[src/rtl/uart_tx_sched_pkg.sv]
// Shared UART frame-format codes and the TX scheduler state encoding.
package uart_pkg;

   typedef enum logic [2:0] {
      D5P0 = 3'b000,
      D5P1 = 3'b001,
      D6P0 = 3'b010,
      D6P1 = 3'b011,
      D7P0 = 3'b100,
      D7P1 = 3'b101,
      D8P0 = 3'b110,
      D8P1 = 3'b111
   } umode_t;

   typedef enum logic [1:0] {
      STP_1B  = 2'b00,
      STP_15B = 2'b01,
      STP_2B  = 2'b10
   } smode_t;

   typedef enum logic [1:0] {
      S_IDLE,
      S_START,
      S_WAIT,
      S_DONE
   } sched_state_t;

   // The reserved stop-bit code falls back to a single stop bit.
   function automatic logic [1:0] smode_legal(input logic [1:0] m);
      return (m == 2'b11) ? 2'(STP_1B) : m;
   endfunction

endpackage

[src/rtl/uart_tx_sched_if.sv]
// Requester-side and transmitter-side signals shared by the UART TX scheduler.
interface uart_tx_sched_if #(
   parameter int N_REQ = 4
);
   logic [N_REQ-1:0]   REQ_VALID;
   logic [8*N_REQ-1:0] REQ_DATA;
   logic [3*N_REQ-1:0] REQ_UMODE;
   logic [2*N_REQ-1:0] REQ_SMODE;
   logic [N_REQ-1:0]   REQ_ACCEPT;
   logic [N_REQ-1:0]   REQ_DONE;
   logic [N_REQ-1:0]   REQ_ERR;
   logic               TX_START;
   logic [7:0]         TX_DATA;
   logic [2:0]         TX_UMODE;
   logic [1:0]         TX_SMODE;
   logic               TX_BUSY;
   logic               TX_DONE;

   modport master (
      output REQ_VALID, REQ_DATA, REQ_UMODE, REQ_SMODE, TX_BUSY, TX_DONE,
      input  REQ_ACCEPT, REQ_DONE, REQ_ERR, TX_START, TX_DATA, TX_UMODE, TX_SMODE
   );

   modport slave (
      input  REQ_VALID, REQ_DATA, REQ_UMODE, REQ_SMODE, TX_BUSY, TX_DONE,
      output REQ_ACCEPT, REQ_DONE, REQ_ERR, TX_START, TX_DATA, TX_UMODE, TX_SMODE
   );
endinterface

[src/rtl/uart_tx_sched_rr_arbiter.sv]
// Combinational round-robin pick: first pending request at or after rr_ptr.
module uart_rr_arbiter #(
   parameter  int N_REQ = 4,
   localparam int OW    = $clog2(N_REQ)
) (
   input  logic [N_REQ-1:0] req,
   input  logic [OW-1:0]    rr_ptr,
   output logic [N_REQ-1:0] grant,
   output logic [OW-1:0]    grant_idx,
   output logic             any
);
   logic [OW-1:0] cand;

   always_comb begin
      grant     = '0;
      grant_idx = '0;
      any       = 1'b0;
      cand      = '0;
      // Wrap explicitly at N_REQ so non-power-of-2 counts never land on a missing slot.
      for (int unsigned k = 0; k < N_REQ; k++) begin
         if (32'(rr_ptr) + k >= N_REQ)
            cand = OW'(32'(rr_ptr) + k - N_REQ);
         else
            cand = OW'(32'(rr_ptr) + k);
         if (!any && req[cand]) begin
            any         = 1'b1;
            grant[cand] = 1'b1;
            grant_idx   = cand;
         end
      end
   end
endmodule

[src/rtl/uart_tx_sched.sv]
// Round-robin scheduler sharing one UART transmitter among N_REQ requesters.
module uart_tx_sched #(
   parameter  int N_REQ   = 4,
   parameter  int TIMEOUT = 4096,
   localparam int OW      = $clog2(N_REQ)
) (
   input  logic           SCLK,
   input  logic           SCLR_N,
   uart_tx_sched_if.slave bus,
   output logic           BUSY,
   output logic [OW-1:0]  OWNER
);
   import uart_pkg::*;

   localparam int TW = $clog2(TIMEOUT + 1);

   sched_state_t     state, state_nxt;
   logic [OW-1:0]    rr_ptr, rr_ptr_nxt, owner_nxt, grant_idx;
   logic [N_REQ-1:0] grant;
   logic             any_req;
   logic [TW-1:0]    timer, timer_nxt;
   logic             err, err_nxt;
   logic [7:0]       data_nxt;
   logic [2:0]       umode_nxt;
   logic [1:0]       smode_nxt;
   logic             start_nxt;
   logic [N_REQ-1:0] accept_nxt, done_nxt, rerr_nxt;

   uart_rr_arbiter #(.N_REQ(N_REQ)) u_arb (
      .req       (bus.REQ_VALID),
      .rr_ptr    (rr_ptr),
      .grant     (grant),
      .grant_idx (grant_idx),
      .any       (any_req)
   );

   // Next values of every output are decided here so all outputs leave flops.
   always_comb begin
      state_nxt  = state;
      rr_ptr_nxt = rr_ptr;
      timer_nxt  = timer;
      err_nxt    = err;
      owner_nxt  = OWNER;
      data_nxt   = bus.TX_DATA;
      umode_nxt  = bus.TX_UMODE;
      smode_nxt  = bus.TX_SMODE;
      start_nxt  = 1'b0;
      accept_nxt = '0;
      done_nxt   = '0;
      rerr_nxt   = '0;
      case (state)
         S_IDLE: begin
            if (any_req && !bus.TX_BUSY) begin
               state_nxt  = S_START;
               owner_nxt  = grant_idx;
               rr_ptr_nxt = (grant_idx == OW'(N_REQ - 1)) ? '0 : grant_idx + 1'b1;
               start_nxt  = 1'b1;
               accept_nxt = grant;
               for (int unsigned i = 0; i < N_REQ; i++) begin
                  if (grant[i]) begin
                     data_nxt  = bus.REQ_DATA[8*i +: 8];
                     umode_nxt = bus.REQ_UMODE[3*i +: 3];
                     smode_nxt = smode_legal(bus.REQ_SMODE[2*i +: 2]);
                  end
               end
            end
         end
         S_START: begin
            timer_nxt = '0;
            state_nxt = S_WAIT;
         end
         S_WAIT: begin
            timer_nxt = timer + 1'b1;
            if (bus.TX_DONE) begin
               err_nxt         = 1'b0;
               state_nxt       = S_DONE;
               done_nxt[OWNER] = 1'b1;
            end else if (timer == TW'(TIMEOUT - 1)) begin
               err_nxt         = 1'b1;
               state_nxt       = S_DONE;
               done_nxt[OWNER] = 1'b1;
               rerr_nxt[OWNER] = 1'b1;
            end
         end
         S_DONE: state_nxt = S_IDLE;
         default: state_nxt = S_IDLE;
      endcase
   end

   always_ff @(posedge SCLK or negedge SCLR_N) begin
      if (!SCLR_N) begin
         state          <= S_IDLE;
         rr_ptr         <= '0;
         timer          <= '0;
         err            <= 1'b0;
         OWNER          <= '0;
         BUSY           <= 1'b0;
         bus.TX_START   <= 1'b0;
         bus.TX_DATA    <= '0;
         bus.TX_UMODE   <= '0;
         bus.TX_SMODE   <= '0;
         bus.REQ_ACCEPT <= '0;
         bus.REQ_DONE   <= '0;
         bus.REQ_ERR    <= '0;
      end else begin
         state          <= state_nxt;
         rr_ptr         <= rr_ptr_nxt;
         timer          <= timer_nxt;
         err            <= err_nxt;
         OWNER          <= owner_nxt;
         BUSY           <= (state_nxt != S_IDLE);
         bus.TX_START   <= start_nxt;
         bus.TX_DATA    <= data_nxt;
         bus.TX_UMODE   <= umode_nxt;
         bus.TX_SMODE   <= smode_nxt;
         bus.REQ_ACCEPT <= accept_nxt;
         bus.REQ_DONE   <= done_nxt;
         bus.REQ_ERR    <= rerr_nxt;
      end
   end
endmodule

[src/flat_wrapper.sv]
// flat-port wrapper written by rule: the top's interface ports become plain ports
module uart_tx_sched_flat import uart_pkg::*;
#(
   parameter  int N_REQ   = 4,
   parameter  int TIMEOUT = 4096,
   localparam int OW      = $clog2(N_REQ)
)
  (SCLK, SCLR_N, BUSY, OWNER, bus_REQ_VALID, bus_REQ_DATA, bus_REQ_UMODE, bus_REQ_SMODE, bus_TX_BUSY, bus_TX_DONE, bus_REQ_ACCEPT, bus_REQ_DONE, bus_REQ_ERR, bus_TX_START, bus_TX_DATA, bus_TX_UMODE, bus_TX_SMODE);
  uart_tx_sched_if #(.N_REQ(N_REQ)) bus_i ();
  input  logic SCLK;
  input  logic SCLR_N;
  output logic BUSY;
  output logic [OW-1:0] OWNER;
  input wire logic [$bits(bus_i.REQ_VALID)-1:0] bus_REQ_VALID;
  input wire logic [$bits(bus_i.REQ_DATA)-1:0] bus_REQ_DATA;
  input wire logic [$bits(bus_i.REQ_UMODE)-1:0] bus_REQ_UMODE;
  input wire logic [$bits(bus_i.REQ_SMODE)-1:0] bus_REQ_SMODE;
  input wire logic [$bits(bus_i.TX_BUSY)-1:0] bus_TX_BUSY;
  input wire logic [$bits(bus_i.TX_DONE)-1:0] bus_TX_DONE;
  output wire logic [$bits(bus_i.REQ_ACCEPT)-1:0] bus_REQ_ACCEPT;
  output wire logic [$bits(bus_i.REQ_DONE)-1:0] bus_REQ_DONE;
  output wire logic [$bits(bus_i.REQ_ERR)-1:0] bus_REQ_ERR;
  output wire logic [$bits(bus_i.TX_START)-1:0] bus_TX_START;
  output wire logic [$bits(bus_i.TX_DATA)-1:0] bus_TX_DATA;
  output wire logic [$bits(bus_i.TX_UMODE)-1:0] bus_TX_UMODE;
  output wire logic [$bits(bus_i.TX_SMODE)-1:0] bus_TX_SMODE;
  assign bus_i.REQ_VALID = bus_REQ_VALID;
  assign bus_i.REQ_DATA = bus_REQ_DATA;
  assign bus_i.REQ_UMODE = bus_REQ_UMODE;
  assign bus_i.REQ_SMODE = bus_REQ_SMODE;
  assign bus_i.TX_BUSY = bus_TX_BUSY;
  assign bus_i.TX_DONE = bus_TX_DONE;
  assign bus_REQ_ACCEPT = bus_i.REQ_ACCEPT;
  assign bus_REQ_DONE = bus_i.REQ_DONE;
  assign bus_REQ_ERR = bus_i.REQ_ERR;
  assign bus_TX_START = bus_i.TX_START;
  assign bus_TX_DATA = bus_i.TX_DATA;
  assign bus_TX_UMODE = bus_i.TX_UMODE;
  assign bus_TX_SMODE = bus_i.TX_SMODE;
  uart_tx_sched #(.N_REQ(N_REQ), .TIMEOUT(TIMEOUT)) u_core (.SCLK(SCLK), .SCLR_N(SCLR_N), .bus(bus_i), .BUSY(BUSY), .OWNER(OWNER));
endmodule
[config.mk]
export PLATFORM = sky130hd
export DESIGN_NAME = uart_tx_sched_flat
export DESIGN_NICKNAME = d
export VERILOG_FILES = /design/src/rtl/uart_tx_sched_pkg.sv /design/src/rtl/uart_tx_sched_if.sv /design/src/rtl/uart_tx_sched_rr_arbiter.sv /design/src/rtl/uart_tx_sched.sv /design/src/flat_wrapper.sv
export SDC_FILE = /design/constraint.sdc
export NUM_CORES = 1
export LEC_CHECK = 0
export ABC_AREA = 1
export BUFFER_PORTS_ARGS = -buffer_cell sky130_fd_sc_hd__buf_2
export CORE_MARGIN = 2
export CORE_UTILIZATION = 56
export DETAILED_ROUTE_END_ITERATION = 16
export PLACE_DENSITY_LB_ADDON = 0.05
export SLEW_MARGIN = 10
export SYNTH_ARGS = -nofsm -noshare
export SYNTH_HDL_FRONTEND = slang
export SYNTH_SLANG_ARGS = --single-unit
[constraint.sdc]
create_clock -name SCLK -period 4.1 [get_ports SCLK]
set_clock_uncertainty 0.05 [all_clocks]
set_input_delay 1.025 -clock SCLK [delete_from_list [all_inputs] [get_ports SCLK]]
set_output_delay 1.025 -clock SCLK [all_outputs]
set_load 0.05 [all_outputs]
==> results.json <==
{
  "status": "complete, no violations",
  "io_pins": 89,
  "clockBufferDepth": 2,
  "hold_viol_final": 0,
  "p_int_w": 0.00127,
  "post-synth-top-count-cell": "nand2_1",
  "p_sw_w": 0.00161,
  "cts_num_sinks": 46,
  "crit_type": "flip-flop to flip-flop",
  "dpl_cell_area_um2": 3420,
  "ys_seq_area_frac": 0.388,
  "power_frac_comb": 0.671,
  "via_per_inst": 5.00,
  "die_w_um": 76.8,
  "synth_edf_count": 0,
  "clock_latency_ns": 0.29,
  "period_minus_slack_ns": 3.13,
  "slew_viol_final": 0,
  "overflow": 0,
  "final_nets": 569,
  "ys_top_cells_by_count": "109 x nand2_1, 68 x inv_1, 54 x nand3_1",
  "clk_pin_slew_ns": 0.08,
  "hold_class": "flip-flop to flip-flop",
  "synthToLayoutAreaGrowth_pct": 18.4,
  "synth_seq_cells": 46,
  "stdcell_area_um2": 3510,
  "drv_cap": 0,
  "holdBufCountCts": 0,
  "cts_resized": 0,
  "io_buffers": 88,
  "drive_above_1_share": 0.263,
  "synth_cells": 415,
  "rsz0062_at_grt": "false",
  "post-route-drc-count": 0,
  "cp-start-kind": "flip-flop",
  "coreArea_um2": 5110,
  "rr_worst_depth": 14,
  "diodes": 0,
  "p_clk_frac": 0.094,
  "vdd_ir_drop_max_mv": 0.498,
  "timing.rr.start": "u_core.rr_ptr[0]",
  "power_w": 0.00288,
  "crit_top_cell": "nand2_1",
  "cp_slowest_cell": "dfrtp_1",
  "r2r_setup_slack_ns": 0.97,
  "dp_slack_ns": 0.797,
  "wl_per_cell_um": 11.7,
  "numCtsBuffers": 5,
  "synth.distinct_cells": 34,
  "endpoint": "u_core.bus.TX_DATA[0]",
  "antenna_found_initial": 0,
  "tritoncts": "done",
  "r2r_end": "u_core.bus.TX_DATA[0]",
  "ctsRootBufferMaster": "clkbuf_8",
  "synth_area_leaders": "dfrtp_1 39%, nand2_1 14%, nand3_1 9.1%",
  "setup_slack_ns": 0.969,
  "routabilityCongestion": 0.898,
  "h-tree-depth": 2,
  "synth_ff_type": "dfrtp_1",
  "drtAntennaViolNets": 0,
  "cp-end-kind": "flip-flop",
  "syn_nets": 484,
  "fin_tns_setup_ns": 0,
  "synth.largest_area_cell": "dfrtp_1",
  "wl_um": 6690,
  "crit_required_ns": 4.23,
  "die-height_um": 76.8,
  "postSynth.asyncResetShare": 1.00,
  "postCtsSetupRepairBufs": 0,
  "grt_first_pass_wirelength_um": 11700,
  "min_period_over_period": 0.764,
  "crit_arrival_ns": 3.26,
  "avgSynthCellArea_um2": 7.15,
  "grt_max_degree": 47,
  "worst-path-max-fanout": 14,
  "timing.fmax_ghz": 0.319,
  "ys_warn_count": 0,
  "power_frac_seq": 0.234,
  "setup_viol": 0,
  "critPathMaxStageDelay_ns": 0.54,
  "rows": 26,
  "worstMarginPinSlew_ns": 0.972,
  "dp_hpwl_um": 5350,
  "drtIter0Drc": 133,
  "floorplan.initialDensity": 0.581,
  "grt_usage": 0.242,
  "slew_headroom": 0.352,
  "timing.hold.ws_ns": 0.428,
  "firstDrtPassIters": 5,
  "grt_pass1_vias": 2728,
  "routed-via-count": 2853,
  "synth.top_cell.area_share": 0.388,
  "p_leak_nw": 2.09,
  "switching_share": 0.557,
  "syn_area_um2": 2970,
  "die_area_um2": 5890,
  "cp_cell_sequence": "inv_2 > ha_1 > inv_1 > nand2_1 > nand2_1 > nand4_2 > nand3_1 > nand2_1 > nand2_1 > inv_2 > nand2_4 > inv_4 > nand2_1 > nand2_1",
  "crit_path_start": "u_core.rr_ptr[0]",
  "pwr_density_cell_nw_per_um2": 820
}
## per-layer routing
metal  part of all wire  GRT usage  wire, um
met3              0.047     0.0529       315
met1               0.43      0.296      2870
met4             0.0057     0.0382        38
met5                  0          0         0
met2               0.52      0.442      3470
## flip-flops by register name (all words and copies together) (netlist names), 3 cells and up
signal                 cells
u_core.bus.TX_UMODE        3
u_core.bus.REQ_ERR         4
u_core.timer              13
u_core.bus.REQ_ACCEPT      4
u_core.bus.REQ_DONE        4
u_core.bus.TX_DATA         8
## stage by stage
step	instances	utilization
6_report	571	0.687
3_3_place_gp	563	0.670
2_1_floorplan	415	-
3_5_place_dp	563	0.670
4_1_cts	571	0.687
5_1_grt	571	0.687
## power groups by stage
stage / combinational (W) / sequential (W) / clock (W)
after floorplan: 0.00131 / 0.000983 / 0
after global placement: 0.00189 / 0.000682 / 0
after detailed placement: 0.00194 / 0.000683 / 0
after CTS: 0.00195 / 0.000676 / 0.000279
after global routing: 0.00219 / 0.000694 / 0.000298
final: 0.00193 / 0.000675 / 0.000271
## layout by cell type (no fill, tap or decap), drive strengths merged, types with 2 or more instances in the layout
| cell type | netlist | final |
|---|---|---|
| nand2 | 128 | 128 |
| buf | 8 | 88 |
| inv | 76 | 76 |
| nand3 | 57 | 57 |
| dfrtp | 46 | 46 |
| a21oi | 29 | 29 |
| nor2 | 28 | 28 |
| ha | 9 | 9 |
| o21ai | 8 | 8 |
| clkbuf | 2 | 7 |
| nand4 | 6 | 6 |
| nor3 | 5 | 5 |
| a21boi | 2 | 2 |
| o21a | 2 | 2 |
| or2 | 2 | 2 |
## final cells by class
class | count | area, um^2
fillers | 493 | 1600
multi-input cells | 283 | 1450
flip-flops and latches | 46 | 1150
repair buffers | 88 | 440
inverters | 76 | 288
well taps | 70 | 87.6
clock buffers | 7 | 86.3
clock inverters | 1 | 5.00
## worst max-delay path: cells and delay by family, from the launching register on
kind	cells	cell delay, ns
buffers and inverters	4	0.42
flip-flops	1	0.54
adder cells (fa/ha/maj)	1	0.40
AND/OR/NAND/NOR	9	1.62
## worst min path at each step
stage	startpoint	end	slack, ns	depth (start not counted)
finish	u_core.bus.TX_DATA[7]	u_core.bus.TX_DATA[7]	0.43	2
global route	u_core.bus.TX_UMODE[1]	u_core.bus.TX_UMODE[1]	0.47	2
CTS	u_core.bus.TX_DATA[7]	u_core.bus.TX_DATA[7]	0.43	2
detailed placement	u_core.bus.TX_DATA[7]	u_core.bus.TX_DATA[7]	0.41	2
global placement	u_core.bus.TX_DATA[7]	u_core.bus.TX_DATA[7]	0.41	2
floorplan	u_core.timer[11]	u_core.timer[11]	0.41	1
## kinds of logic (layout without fill, tap and decap cells)
group,Yosys count,in the layout,share of synthesized area
adders and majority gates,9,9,0.0380
and+or+nand+nor,228,228,0.365
AOI/OAI and AO/OA,46,46,0.0869
buffers and inverters,86,172,0.122
DFF,46,46,0.388
Note: power is estimated with default switching activity, not from simulation.
